`src/rtl/seq_counter_ctrl_if.sv`:
```
// -----------------------------------------------------------------------------
// seq_counter_ctrl_if
// Command channel of the sequence-counter run controller.
//   cmd_valid  master -> slave  command present
//   cmd_ready  slave -> master  command taken at an edge where valid & ready
//   cmd_op     master -> slave  00 STOP, 01 RUN, 10 STEP, 11 RESTART
//   cmd_count  master -> slave  number of advances for STEP
// -----------------------------------------------------------------------------
interface seq_counter_ctrl_if #(
   parameter int unsigned CW = 8
) ();
   logic          cmd_valid;
   logic          cmd_ready;
   logic [1:0]    cmd_op;
   logic [CW-1:0] cmd_count;

   modport master (
      output cmd_valid,
      output cmd_op,
      output cmd_count,
      input  cmd_ready
   );

   modport slave (
      input  cmd_valid,
      input  cmd_op,
      input  cmd_count,
      output cmd_ready
   );
endinterface

```
`src/rtl/seq_counter_ctrl.sv`:
```
// -----------------------------------------------------------------------------
// seq_counter_ctrl
// Run-control sequencer for a 4-bit sequence counter: gates the counter's
// advance, drives its synchronous clear, executes RUN / STEP-n / STOP /
// RESTART commands, counts sequence wraps and recovers from lock-out states.
// Ports:
//   i_clk          system clock, rising edge
//   i_clear        synchronous reset, active-low
//   cmd_if         command channel (slave side)
//   i_cnt_q        current counter state
//   o_cnt_en       counter advances at every edge where high
//   o_cnt_clear_n  active-low synchronous clear to the counter
//   o_busy         controller is in RUN, STEP or CLR
//   o_done         one-cycle completion pulse
//   o_wrap_cnt     saturating count of LAST_STATE advances
//   o_err          sticky lock-out flag
//   o_err_state    counter state captured at the first lock-out
// -----------------------------------------------------------------------------
module seq_counter_ctrl #(
   parameter int unsigned CW         = 8,
   parameter int unsigned WW         = 8,
   parameter logic [15:0] LEGAL_MASK = 16'h03FF,
   parameter logic [3:0]  LAST_STATE = 4'd9
) (
   input  logic                i_clk,
   input  logic                i_clear,
   seq_counter_ctrl_if.slave   cmd_if,
   input  logic [3:0]          i_cnt_q,
   output logic                o_cnt_en,
   output logic                o_cnt_clear_n,
   output logic                o_busy,
   output logic                o_done,
   output logic [WW-1:0]       o_wrap_cnt,
   output logic                o_err,
   output logic [3:0]          o_err_state
);

   typedef enum logic [1:0] {StIdle, StRun, StStep, StClr} state_e;

   localparam logic [1:0] OpStop    = 2'b00;
   localparam logic [1:0] OpRun     = 2'b01;
   localparam logic [1:0] OpStep    = 2'b10;
   localparam logic [1:0] OpRestart = 2'b11;

   state_e        r_state,       w_state_d;
   logic [CW-1:0] r_remaining,   w_remaining_d;
   logic          r_done,        w_done_d;
   logic [WW-1:0] r_wrap_cnt,    w_wrap_cnt_d;
   logic          r_err,         w_err_d;
   logic [3:0]    r_err_state,   w_err_state_d;
   // Remembers whether CLR was entered by RESTART (done) or by lock-out (no done).
   logic          r_clr_restart, w_clr_restart_d;

   logic w_legal;
   logic w_lockout;
   logic w_ready;
   logic w_accept;

   assign w_legal   = LEGAL_MASK[i_cnt_q];
   // Lock-out is only checked outside CLR; CLR itself is the recovery cycle.
   assign w_lockout = (r_state != StClr) && !w_legal;
   assign w_accept  = cmd_if.cmd_valid && w_ready;

   // State register
   always_ff @(posedge i_clk) begin
      if (!i_clear) begin
         r_state       <= StIdle;
         r_remaining   <= '0;
         r_done        <= 1'b0;
         r_wrap_cnt    <= '0;
         r_err         <= 1'b0;
         r_err_state   <= 4'd0;
         r_clr_restart <= 1'b0;
      end else begin
         r_state       <= w_state_d;
         r_remaining   <= w_remaining_d;
         r_done        <= w_done_d;
         r_wrap_cnt    <= w_wrap_cnt_d;
         r_err         <= w_err_d;
         r_err_state   <= w_err_state_d;
         r_clr_restart <= w_clr_restart_d;
      end
   end

   // Next-state logic
   always_comb begin
      w_state_d       = r_state;
      w_remaining_d   = r_remaining;
      w_done_d        = 1'b0;
      w_wrap_cnt_d    = r_wrap_cnt;
      w_err_d         = r_err;
      w_err_state_d   = r_err_state;
      w_clr_restart_d = r_clr_restart;

      if (o_cnt_en && (i_cnt_q == LAST_STATE) && (r_wrap_cnt != '1)) begin
         w_wrap_cnt_d = r_wrap_cnt + WW'(1);
      end

      if (w_lockout) begin
         // Lock-out overrides any command offered in the same cycle.
         w_state_d       = StClr;
         w_clr_restart_d = 1'b0;
         w_err_d         = 1'b1;
         if (!r_err) begin
            w_err_state_d = i_cnt_q;
         end
      end else begin
         unique case (r_state)
            StIdle, StRun: begin
               if (w_accept) begin
                  case (cmd_if.cmd_op)
                     OpStop: begin
                        w_state_d = StIdle;
                     end
                     OpRun: begin
                        w_state_d = StRun;
                     end
                     OpStep: begin
                        // STEP while running is discarded.
                        if (r_state == StIdle) begin
                           if (cmd_if.cmd_count == '0) begin
                              w_done_d = 1'b1;
                           end else begin
                              w_state_d     = StStep;
                              w_remaining_d = cmd_if.cmd_count;
                           end
                        end
                     end
                     OpRestart: begin
                        w_state_d       = StClr;
                        w_clr_restart_d = 1'b1;
                        w_err_d         = 1'b0;
                        w_err_state_d   = 4'd0;
                        w_wrap_cnt_d    = '0;
                     end
                  endcase
               end
            end
            StStep: begin
               w_remaining_d = r_remaining - CW'(1);
               if (r_remaining == CW'(1)) begin
                  w_state_d = StIdle;
                  w_done_d  = 1'b1;
               end
            end
            StClr: begin
               w_state_d = StIdle;
               w_done_d  = r_clr_restart;
            end
         endcase
      end
   end

   // Outputs
   always_comb begin
      o_cnt_en      = i_clear && w_legal && ((r_state == StRun) || (r_state == StStep));
      o_cnt_clear_n = i_clear && (r_state != StClr);
      w_ready       = i_clear && w_legal && ((r_state == StIdle) || (r_state == StRun));
      o_busy        = (r_state != StIdle);
   end

   assign cmd_if.cmd_ready = w_ready;
   assign o_done           = r_done;
   assign o_wrap_cnt       = r_wrap_cnt;
   assign o_err            = r_err;
   assign o_err_state      = r_err_state;

endmodule

```
`src/flat_wrapper.sv`:
```
// flat-port wrapper written by rule: the top's interface ports become plain ports
module seq_counter_ctrl_flat 
#(
   parameter int unsigned CW         = 8,
   parameter int unsigned WW         = 8,
   parameter logic [15:0] LEGAL_MASK = 16'h03FF,
   parameter logic [3:0]  LAST_STATE = 4'd9
)
  (i_clk, i_clear, i_cnt_q, o_cnt_en, o_cnt_clear_n, o_busy, o_done, o_wrap_cnt, o_err, o_err_state, cmd_if_cmd_valid, cmd_if_cmd_op, cmd_if_cmd_count, cmd_if_cmd_ready);
  seq_counter_ctrl_if #(.CW(CW)) cmd_if_i ();
  input  logic i_clk;
  input  logic i_clear;
  input  logic [3:0] i_cnt_q;
  output logic o_cnt_en;
  output logic o_cnt_clear_n;
  output logic o_busy;
  output logic o_done;
  output logic [WW-1:0] o_wrap_cnt;
  output logic o_err;
  output logic [3:0] o_err_state;
  input wire logic [$bits(cmd_if_i.cmd_valid)-1:0] cmd_if_cmd_valid;
  input wire logic [$bits(cmd_if_i.cmd_op)-1:0] cmd_if_cmd_op;
  input wire logic [$bits(cmd_if_i.cmd_count)-1:0] cmd_if_cmd_count;
  output wire logic [$bits(cmd_if_i.cmd_ready)-1:0] cmd_if_cmd_ready;
  assign cmd_if_i.cmd_valid = cmd_if_cmd_valid;
  assign cmd_if_i.cmd_op = cmd_if_cmd_op;
  assign cmd_if_i.cmd_count = cmd_if_cmd_count;
  assign cmd_if_cmd_ready = cmd_if_i.cmd_ready;
  seq_counter_ctrl #(.CW(CW), .WW(WW), .LEGAL_MASK(LEGAL_MASK), .LAST_STATE(LAST_STATE)) u_core (.i_clk(i_clk), .i_clear(i_clear), .cmd_if(cmd_if_i), .i_cnt_q(i_cnt_q), .o_cnt_en(o_cnt_en), .o_cnt_clear_n(o_cnt_clear_n), .o_busy(o_busy), .o_done(o_done), .o_wrap_cnt(o_wrap_cnt), .o_err(o_err), .o_err_state(o_err_state));
endmodule
```
`config.mk`:
```
export PLATFORM = sky130hd
export DESIGN_NAME = seq_counter_ctrl_flat
export DESIGN_NICKNAME = d
export VERILOG_FILES = /design/src/rtl/seq_counter_ctrl_if.sv /design/src/rtl/seq_counter_ctrl.sv /design/src/flat_wrapper.sv
export SDC_FILE = /design/constraint.sdc
export NUM_CORES = 1
export LEC_CHECK = 0
export BUFFER_PORTS_ARGS = -buffer_cell sky130_fd_sc_hd__buf_2
export CAP_MARGIN = 10
export CORE_UTILIZATION = 25
export CTS_CLUSTER_SIZE = 10
export DETAILED_ROUTE_END_ITERATION = 8
export MAX_ROUTING_LAYER = met4
export PLACE_DENSITY = 0.49
export SYNTH_ARGS = -nofsm -noshare
export SYNTH_HDL_FRONTEND = slang
export SYNTH_SLANG_ARGS = --single-unit
```
`constraint.sdc`:
```
create_clock -name i_clk -period 2.3 [get_ports i_clk]
set_input_delay 0.115 -clock i_clk [delete_from_list [all_inputs] [get_ports i_clk]]
set_output_delay 0.115 -clock i_clk [all_outputs]
set_load 0.01 [all_outputs]
```
# After elaboration in Yosys (flattened, before gate mapping)

Memory sizes are Yosys's and may differ from the RTL's.
Index checks and enable logic that the tools add are counted.
W data, S select, Z words.

Bits in writable memories: 0
Bits in read-only memories: 16
Memories: 1
Output and inout bits: 18
Register bits after elaboration: 25
Latch bits: 0
Logic and storage cells: 91
Input bits: 17

Memory list:

| name             | depth | width | rd ports | clocked after memory_dff | wr ports | RTL line               | RTL |
|---|---|---|---|---|---|---|---|
| (name not given) | 16    | 1     | 1        | 0                        | 0        | seq_counter_ctrl.sv:59 | `assign w_legal = LEGAL_MASK[i_cnt_q];` |

Eq/ne operators: 19
Reduce and logical (&&, ||, !) cells: 26
Multipliers: 0
$add $sub $neg: 2
Bitwise gates (word level): 2
Muxes and demuxes: 33
Shift-type cells: 0
Div/mod/pow operators: 0
$lt $le $gt $ge: 1

Operators by type and width:

| cell                  | number |
|---|---|
| $mux W8               | 9 |
| $mux W4               | 5 |
| $pmux W8 S2           | 1 |
| $mux W1               | 10 |
| $mux W2               | 5 |
| $reduce_bool A2 Y1    | 5 |
| $add A8 B1 Y8 const B | 1 |
| $eq A2 B2 Y1 const B  | 4 |
| $eq A8 B1 Y1 const B  | 1 |
| $logic_and A1 B1 Y1   | 8 |
| $logic_not A8 Y1      | 1 |
| $ne A2 B2 Y1 const B  | 4 |
| $ne A8 B8 Y1 const B  | 1 |
| $pmux W2 S4           | 1 |
| $reduce_and A4 Y1     | 2 |
| $sub A8 B1 Y8 const B | 1 |
| $ne A3 B1 Y1 const B  | 2 |
| $pmux W2 S3           | 1 |
| $reduce_and A3 Y1     | 2 |
| $reduce_and A6 Y1     | 1 |
| $lt A4 B5 Y1 const B  | 1 |
| $eq A2 B1 Y1 const B  | 2 |
| $eq A4 B4 Y1 const B  | 1 |
| $logic_not A2 Y1      | 2 |
| 8 further kinds       | 12 |

# Longest topological paths before layout

Depth in word-level cells: 11
Gate-level depth with buffers: 8
Depth with buffers taken out: 7

# Least setup slack after synthesis

Ideal clock, no wire load.

Path type: register to register
Start: register u_core.r_state[0]
End: register u_core.r_wrap_cnt[7], in the netlist u_core.o_wrap_cnt[7]
Arrival: 1.746 ns
Library setup time: 0.117 ns
Slack: 0.437 ns
Cell stages (with the launch flop): 8
Clock period less this slack: 1.863 ns
Data required time: 2.183 ns
Buffers on the path: 0
Path through: dfxtp_1 > inv_1 > ha_1 > nand2_1 > or4_4 > nor4_4 > xnor2_1 > nor2_1

Longest elaborated chain between the ends: 10
Elaborated cells between the ends (all ways): 18
Those cells by class: eq/ne (3); mux (5); reduce/logical (10)

RTL lines:

| what                                                | RTL line                                                                  | RTL |
|---|---|---|
| from (decl)                                         | seq_counter_ctrl.sv:45                                                    | `state_e r_state, w_state_d;` |
| from (signal assigned)                              | seq_counter_ctrl.sv:67                                                    | `r_state <= StIdle;` |
| from (signal assigned)                              | seq_counter_ctrl.sv:75                                                    | `r_state <= w_state_d;` |
| $eq A2 B1 Y1 / $eq A2 B2 Y1 (equally long branches) | seq_counter_ctrl.sv:108, seq_counter_ctrl.sv:156, seq_counter_ctrl.sv:158 |  |
| $logic_or A1 B1 Y1                                  | seq_counter_ctrl.sv:156                                                   | `o_cnt_en = i_clear && w_legal && ((r_state == StRun) \|\| (r_state == StStep));` |
| $logic_and A1 B1 Y1                                 | seq_counter_ctrl.sv:156                                                   |  |
| $logic_and A1 B1 Y1 (2 in a row)                    | seq_counter_ctrl.sv:95                                                    | `if (o_cnt_en && (i_cnt_q == LAST_STATE) && (r_wrap_cnt != '1)) begin` |
| $mux W8                                             | seq_counter_ctrl.sv:95                                                    |  |
| $mux W8                                             | seq_counter_ctrl.sv:111                                                   | `case (cmd_if.cmd_op)` |
| $mux W8                                             | seq_counter_ctrl.sv:110                                                   | `if (w_accept) begin` |
| $mux W8                                             | seq_counter_ctrl.sv:108                                                   | `unique case (r_state)` |
| $mux W8 (*)                                         | seq_counter_ctrl.sv:99                                                    | `if (w_lockout) begin` |
| to (signal assigned)                                | seq_counter_ctrl.sv:78                                                    | `r_wrap_cnt <= w_wrap_cnt_d;` |
| to (decl)                                           | seq_counter_ctrl.sv:48                                                    | `logic [WW-1:0] r_wrap_cnt, w_wrap_cnt_d;` |

Every way passes the cells marked *; elsewhere a longest branch is shown, timed or not.
A chain may end at the register's enable or synchronous reset.

# Worst setup path after layout

Start: register u_core.r_state[0]
End: register u_core.r_wrap_cnt[5], in the netlist u_core.o_wrap_cnt[5]

Same word-level chain as after synthesis.

==> impl_metrics.csv <==
group,metric,value,unit
outcome,outcome,"complete, no violations",
timing,holdWs,0.103,ns
yosys,yosysTopAreaCell,"dfxtp_1",
yosys,async_reset_ff_frac,0,
clock_network,cts_buffer_depth,2,
timing,fmax,497,MHz
clock_network,root_buffer,"clkbuf_8",
global_route,grt_overflow,0,
run,cap_viol_max_count,0,
clock_network,path_clk_slew,0.09,ns
clock_network,cts_resized,0,
clock_network,tritoncts,"done",
clock_network,cts_hold_buffers,0,
global_route,grt_pass1_vias,1262,
placed_design,dp_cells,289,
placed_design,dp_hpwl,2.79,mm
finish,drive_gt1_frac,0.199,
route,wl_per_cell,12.4,um
timing,finalCritPeriodShare,0.875,
timing,maxSlewViolCount,0,
floorplan,io_pins,35,
timing,slew_headroom,0.433,
setup_path,path_cells,"inv_1, ha_1, nand2_1, or4_4, nor4_4, xnor2_1, nor2_1",
timing,setup_viol,0,
yosys,ys_types,41,
timing,min_period,2.01,ns
setup_path,worst_setup_path_end_kind,"register",
setup_path,cp-start-kind,"register",
route,vias,1436,
yosys,netlist_top_cells_area,"dfxtp_1 (34%), nor2_1 (6.7%), nand2_1 (6.2%), ha_1 (6.0%), a21oi_1 (4.1%)",
placed_design,port_buffers,34,
finish,nets,246,
setup_path,crit_fanout,5,
yosys,synth_cells,185,
route,dr.pass1.iters,4,
global_route,antenna_found_initial,0,
finish,syn_to_final_growth,21.3,%
yosys,ys.warnings.count,0,
yosys,syn_nets,209,
yosys,synth.avg_cell_area,7.87,um^2
worst_hold_path,hold_class,"in -> reg",
route,ant_nets,0,
floorplan,row_count,27,
clock_network,clock_latency,0.27,ns
power_and_ir_drop,power_leakage,0.732,nW
yosys,ys_seq_elements,25,
timing,finalClockSkew,0.00113,ns
route,drc,0,
finish,diodes,0,
finish,fin_cells,293,
setup_path,critPathKind,"reg -> reg",
setup_path,cp.required,2.47,ns
setup_path,cp_num_buf_inv,1,
floorplan,start_util,0.261,
clock_network,cts_buffers,3,
timing,tns,0,ns
setup_path,cpMaxStageDelayCell,"or4_4",
yosys,synth_edf_count,0,
setup_path,critPathMaxStageDelay,0.56,ns
power_and_ir_drop,worst_ir_drop_vdd,0.000242,V
yosys,synth_seq_area_share,0.344,
clock_network,h-tree-depth,1,
placed_design,gp_congestion,0.774,
global_route,grt_pass1_wl,6.04,mm
yosys,netlist_area,0.00146,mm^2
floorplan,dieArea,0.00613,mm^2
power_and_ir_drop,power,1.22,mW
route,wl,3.65,mm
timing,hold_viol_final,0,
floorplan,core_area,0.00557,mm^2
setup_path,path_delay_family,"simple AND/OR/NAND/NOR gates",
setup_path,critical_path_arrival,2.19,ns
yosys,synth_ff_type,"dfxtp_1",
route,drt-initial-drc-count,116,
clock_network,cts_num_sinks,25,
timing,worst_slew_pin_slew,0.843,ns
global_route,grt_max_degree,17,
floorplan,fp.dieH,78.3,um
clock_network,postCtsSetupBuffers,0,
yosys,synth_top_area_share,0.344,
floorplan,dieWidth,78.3,um
timing,rsz0062_at_grt,"false",
global_route,track_usage,0.128,
power_and_ir_drop,power.density,691,mW/mm^2
route,via_per_inst,4.90,
flip-flops by register name (all words and copies together), names as in the netlist:
name and flops:
u_core.o_wrap_cnt 8, u_core.r_remaining 8, u_core.o_err_state 4, u_core.r_state 2, u_core.o_done 1, u_core.o_err 1, u_core.r_clr_restart 1
routing by layer:
metal,global-route usage,wire length [um],up-vias
met5,-,0,-
met4,0.0389,38,0
met3,0.0314,163,4
met2,0.189,1550,34
met1,0.173,1890,663
li1,-,-,735
synth_stat cells, types with 3 or more instances:
library cell	number
a21oi_1	12
a2bb2oi_1	3
clkbuf_1	4
dfxtp_1	25
ha_1	7
inv_1	8
nand2_1	24
nand3_1	5
nand4_1	3
nor2_1	26
nor3_1	5
nor4_1	4
o21ai_0	5
o21ai_1	4
o22ai_1	4
o32ai_1	3
or3_1	3
xnor2_1	4
xor2_1	3
worst register-to-register path: stages, from the launching register on:
cell and delay [ns]:
dfxtp_1 0.42, inv_1 0.09, ha_1 0.28, nand2_1 0.08
or4_4 0.56, nor4_4 0.29, xnor2_1 0.15, nor2_1 0.05
power by group:
part           internal, mW  switching, mW
registers             0.471         0.0327
clock network         0.124          0.146
logic                 0.177          0.270
final timing paths:
path	end	cells after the start	slack, ns	start
worst min register to register	u_core.r_clr_restart	2	0.48	u_core.r_clr_restart
worst max register to register	u_core.o_wrap_cnt[5]	7	0.29	u_core.r_state[0]
worst max-delay path	u_core.o_wrap_cnt[5]	7	0.29	u_core.r_state[0]
worst min-delay path	u_core.o_err_state[0]	3	0.10	i_cnt_q[0]
kinds of logic (layout without fill, tap and decap cells):
family,after synthesis,count (layout),synth area share
XOR/XNOR,7,7,0.0421
flip-flops,25,25,0.344
AO/OA/AOI/OAI,44,44,0.197
buffers and inverters,15,51,0.0404
multiplexers,2,2,0.0137
adder cells (fa/ha/maj),7,7,0.0601
AND/OR/NAND/NOR,85,85,0.303
placed cells by master (no fill, tap or decap), types with 5 or more instances in the layout:
master,n
nor3_1,5
o21ai_0,5
nor2_1,26
buf_2,34
nand2_1,24
dfxtp_1,25
a21oi_1,12
ha_1,7
nand3_1,5
inv_1,8
through the flow:
step / instance area [um^2] / utilization / setup slack, ns
after floorplan: 1460 / - / 0.437
after global placement: 1720 / 0.309 / 0.364
after detailed placement: 1720 / 0.309 / 0.315
after CTS: 1770 / 0.317 / 0.282
after global routing: 1770 / 0.317 / 0.156
final: 1770 / 0.317 / 0.287
area by class of cell:
type / instances / area, um^2
clock buffers: 4 / 45.0
fillers: 625 / 3810
multi-input cells: 145 / 897
inverters: 9 / 33.8
flip-flops and latches: 25 / 500
well taps: 72 / 90.1
repair buffers: 38 / 200
No activity file was read; power rests on OpenSTA's default activity.
